**src/rtl/bcd_pkg.sv**
```systemverilog
// Shared definitions for the BCD encoder/decoder family: FSM encoding,
// default sizing and the largest legal BCD digit.
package bcd_pkg;

    typedef enum logic [1:0] {
        IDLE = 2'd0,
        CONV = 2'd1,
        DONE = 2'd2
    } state_t;

    localparam int          DIGITS  = 4;
    localparam int          BIN_W   = 14;
    localparam logic [3:0]  BCD_MAX = 4'd9;

endpackage

```
**src/rtl/bcd_mac10.sv**
```systemverilog
// One Horner step of BCD-to-binary conversion: acc*10 + digit, plus a flag
// for a digit outside 0..9. Purely combinational.
module bcd_mac10
    import bcd_pkg::*;
#(
    parameter int BIN_W = bcd_pkg::BIN_W
) (
    input  logic [BIN_W-1:0] acc,
    input  logic [3:0]       digit,
    output logic [BIN_W-1:0] acc_next,
    output logic             illegal
);

    // Shift-and-add keeps the multiply out of the datapath; result wraps at BIN_W.
    always_comb begin
        acc_next = (acc << 3) + (acc << 1) + BIN_W'(digit);
        illegal  = (digit > BCD_MAX);
    end

endmodule

```
**src/rtl/bcd2bin_4digits.sv**
```systemverilog
// Multi-cycle packed-BCD to binary converter: one digit per cycle, MSB first,
// registered result with a validity flag and a one-cycle done pulse.
module bcd2bin_4digits #(
    parameter int DIGITS = bcd_pkg::DIGITS,
    parameter int BIN_W  = bcd_pkg::BIN_W
) (
    input  logic                clk,
    input  logic                rst,
    input  logic                EN,
    input  logic                start,
    input  logic [4*DIGITS-1:0] bcd,
    output logic [BIN_W-1:0]    bin,
    output logic                valid,
    output logic                busy,
    output logic                done
);

    import bcd_pkg::*;

    localparam int CNT_W = (DIGITS > 1) ? $clog2(DIGITS) : 1;

    state_t                state, state_next;
    logic [4*DIGITS-1:0]   sreg;
    logic [BIN_W-1:0]      acc;
    logic [BIN_W-1:0]      acc_next;
    logic [CNT_W-1:0]      cnt;
    logic                  err;
    logic                  illegal;
    logic                  last;
    logic                  err_final;
    logic [3:0]            digit;

    assign digit     = sreg[4*DIGITS-1 -: 4];
    assign last      = (cnt == CNT_W'(DIGITS - 1));
    assign err_final = err | illegal;

    bcd_mac10 #(
        .BIN_W (BIN_W)
    ) u_mac10 (
        .acc      (acc),
        .digit    (digit),
        .acc_next (acc_next),
        .illegal  (illegal)
    );

    always_ff @(posedge clk) begin
        if (rst) begin
            state <= IDLE;
        end else begin
            state <= state_next;
        end
    end

    always_comb begin
        state_next = state;
        busy       = 1'b0;
        done       = 1'b0;
        case (state)
            IDLE: begin
                if (start && EN) begin
                    state_next = CONV;
                end
            end
            CONV: begin
                busy = 1'b1;
                if (!EN) begin
                    state_next = IDLE;
                end else if (last) begin
                    state_next = DONE;
                end
            end
            DONE: begin
                busy       = 1'b1;
                done       = 1'b1;
                state_next = IDLE;
            end
            default: begin
                state_next = IDLE;
            end
        endcase
    end

    // Result registers load only on the CONV->DONE edge, using the final
    // digit's contribution directly so DONE already shows the answer.
    always_ff @(posedge clk) begin
        if (rst) begin
            sreg  <= '0;
            acc   <= '0;
            cnt   <= '0;
            err   <= 1'b0;
            bin   <= '0;
            valid <= 1'b0;
        end else begin
            case (state)
                IDLE: begin
                    if (start && EN) begin
                        sreg <= bcd;
                        acc  <= '0;
                        cnt  <= '0;
                        err  <= 1'b0;
                    end
                end
                CONV: begin
                    if (EN) begin
                        acc  <= acc_next;
                        sreg <= {sreg[4*DIGITS-5:0], 4'h0};
                        cnt  <= cnt + 1'b1;
                        err  <= err_final;
                        if (last) begin
                            bin   <= err_final ? '0 : acc_next;
                            valid <= ~err_final;
                        end
                    end
                end
                default: begin
                end
            endcase
        end
    end

endmodule

```
**config.mk**
```make
export PLATFORM = sky130hd
export DESIGN_NAME = bcd2bin_4digits
export DESIGN_NICKNAME = d
export VERILOG_FILES = /design/src/rtl/bcd_pkg.sv /design/src/rtl/bcd_mac10.sv /design/src/rtl/bcd2bin_4digits.sv
export SDC_FILE = /design/constraint.sdc
export NUM_CORES = 1
export LEC_CHECK = 0
export ABC_AREA = 1
export CAP_MARGIN = 20
export CORE_MARGIN = 2
export CORE_UTILIZATION = 50
export DETAILED_ROUTE_END_ITERATION = 8
export PLACE_DENSITY = 0.76
export SYNTH_ARGS = -nofsm -noshare
export SYNTH_HDL_FRONTEND = slang
export SYNTH_SLANG_ARGS = --single-unit
```
**constraint.sdc**
```tcl
create_clock -name clk -period 2.3 [get_ports clk]
set_input_delay 0.69 -clock clk [delete_from_list [all_inputs] [get_ports clk]]
set_output_delay 0.69 -clock clk [all_outputs]
set_load 0.01 [all_outputs]
```
==> flow_summary.yaml <==
power:
  power_frac_clock_pct: 32.8
  switching_share_pct: 28.13
  leakagePower_uw: 0.001520
  pwr-share-comb_pct: 17.7
  ir_worst_vdd_mv: 0.3857
  sequentialPowerShare_pct: 49.6
  p_per_area_nw_per_um2: 568.9
  p_int_uw: 1361
  p_total_uw: 1894
  power.switching_uw: 532.9
synth:
  synth_commonest_cells: "nand2_1 (115), dfxtp_1 (49), inv_1 (38), a21oi_1 (34), ha_1 (26)"
  synth_most_common_cell: "nand2_1"
  yosys_warnings: 0
  syn_area_per_cell_sq_um: 7.352
  synthCells: 379
  yosysTopAreaCell: "dfxtp_1"
  synth_area_sq_um: 2786
  seq_area_frac_synth_pct: 35.20
  synth_ff_type: "dfxtp_1"
  yosysTopAreaCellShare_pct: 35.20
  postSynth.asyncResetShare_pct: 0
  synth.distinct_cells: 33
  synth-edff-count: 0
  ys_top_cells_by_area: "dfxtp_1 (35%), nand2_1 (15%), ha_1 (12%), a21oi_1 (6.1%), inv_1 (5.1%)"
  syn-num-nets: 427
  ys_seq_elements: 49
route:
  num_vias: 2505
  wl_met3_microns: 236
  routedWlPerCell_microns: 12.90
  route.detailed.drc: 0
  avgViaCountPerCell: 5.154
  drt_iter0_drc: 144
  wl_microns: 6267
  dr.max_layer_used: "met4"
  ant_nets: 0
  dr.pass1.iters: 4
  wl_met1_microns: 2795
  wl_met2_microns: 3180
worst_setup_path:
  r2r_cells: 11
  cp.required_ns: 1.61
  start_kind: "register"
  cp-end-kind: "primary output"
  path_class: "reg2out"
  r2r_end: "acc[7]"
  worstPathArrival_ns: 1.53
  path_max_fanout: 3
  r2r-start: "acc[2]"
  reg2reg_slack_ns: 0.13
floorplanning:
  io_pins: 37
  die_w_microns: 78.65
  core_area_sq_um: 5439
  start_util_pct: 51.23
  die_y_microns: 78.65
  dieArea_sq_um: 6186
  std_cell_rows: 27
timing:
  clock_skew_ns: 0.003893
  hold_ws_ns: 0.4695
  grt_setup_unrepaired: "false"
  setup_viol: 0
  relSlewSlack_pct: 69.85
  slew_viol_final: 0
  min_period_ns: 2.215
  timing.fmax_ghz: 0.4514
  finalHoldViolCount: 0
  fin_tns_setup_ns: 0
  period_share_pct: 96.32
  tightest_slew_ns: 0.4513
clocking:
  cts_root_buffer: "clkbuf_8"
  clock-sinks: 49
  clk_pin_slew_ns: 0.09
  hold_buffers: 0
  numCtsBuffers: 5
  clk_latency_ns: 0.30
  cts_tree: "yes"
  cts-htree-levels: 2
  clk_path_buf_depth: 2
min_path:
  hold_depth: 2
  hold_end: "bin[8]"
  min_from: "bin[8]"
  hp-class: "reg2reg"
layout:
  nFillCells: 501
  diodes: 0
  multi_input_area_sq_um: 1585
  seqCellArea_sq_um: 983.4
  drive_above_1_share_pct: 7.729
  syn2layout_area_growth_pct: 19.49
  utilization_pct: 61.21
  nets: 461
status:
  status: "complete, no violations"
placement:
  gp_congestion: 0.9039
  dp_hpwl_microns: 4702
  portBuffers: 36
grt:
  grt_pass1_vias: 2326
  grt_max_degree: 32
  antenna_found_initial: 0
  grt.overflow.total: 0
  grt_pass1_wl_microns: 10700
  track_usage_pct: 21.52
flow_run:
  max_cap_viol_count: 0
layout by cell type (no fill, tap or decap), drive strengths merged:
| cell type | netlist | final |
|---|---|---|
| clkdlybuf4s50 | 0 | 36 |
| o21ai | 19 | 19 |
| nor2 | 22 | 22 |
| a211oi | 2 | 2 |
| xor2 | 3 | 3 |
| clkinv | 0 | 1 |
| xnor2 | 1 | 1 |
| nand3 | 20 | 20 |
| fa | 2 | 2 |
| or2 | 1 | 1 |
| inv | 40 | 41 |
| a31oi | 12 | 12 |
| nand4 | 3 | 3 |
| o21a | 1 | 1 |
| dfxtp | 49 | 49 |
| buf | 9 | 6 |
| o21bai | 2 | 2 |
| clkbuf | 6 | 5 |
| bufinv | 0 | 1 |
| nand2 | 117 | 117 |
| nand3b | 4 | 4 |
| a22oi | 4 | 4 |
| a21oi | 36 | 36 |
| ha | 26 | 26 |
routing by layer:
layer / GRT usage (%) / up-vias
met2: 37.69 / 48
li1: - / 1306
met4: 4.737 / 0
met5: 0 / -
met1: 27.49 / 1145
met3: 3.908 / 6
worst max-delay path: stages, from the launching register on:
cell	delay, ns
dfxtp_1	0.34
inv_1	0.07
ha_1	0.28
clkdlybuf4s50_1	0.53
flip-flops by register name, summed over array words and instances, names as in the netlist:
name	count
sreg	16
state	2
cnt	2
bin	14
acc	13
valid	1
err	1
cell families (layout without fill, tap and decap cells):
group / after synthesis / in the layout / share of synthesized area (%)
xor+xnor: 4 / 4 / 1.258
compound gates: 76 / 76 / 15.40
buf+inv: 55 / 90 / 8.756
simple gates: 167 / 167 / 26.27
fa+ha+maj: 28 / 28 / 13.11
flops: 49 / 49 / 35.20
through the flow:
stage	worst slack (ns)	cell area, sq um	cells
floorplan	0.1711	2786	379
global placement	0.1085	3183	477
detailed placement	0.04312	3183	477
CTS	0.01849	3296	485
global route	0.001580	3329	486
finish	0.08474	3329	486
layout make-up:
type	count	share of cell area, %
inverters	40	4.585
clock buffers	5	2.067
clock inverters	3	1.315
repair buffers	42	12.18
well taps	72	2.706
flip-flops and latches	49	29.54
multi-input cells	275	47.61
power by group through the flow:
stage	logic (uW)	registers [uW]	clock network, uW
floorplan	247	946	0
global placement	321	953	0
detailed placement	326	957	0
CTS	328	938	633
global route	382	947	673
finish	334	939	621
worst max path at each step:
stage | slack (ns) | cells after the start | start | to
final | 0.08 | 3 | state[0] | busy
after global routing | 0.002 | 11 | acc[2] | acc[7]
after CTS | 0.02 | 11 | sreg[15] | acc[7]
after detailed placement | 0.04 | 11 | sreg[15] | acc[7]
after global placement | 0.11 | 11 | sreg[15] | acc[7]
after floorplan | 0.17 | 11 | sreg[15] | acc[7]
what timing repair did:
action,CTS,global route
buffers inserted,0,1
gates resized for setup,0,6
endpoints found under the hold margin,0,0
endpoints found under the setup margin,0,14
(Power assumes the default switching activity.)
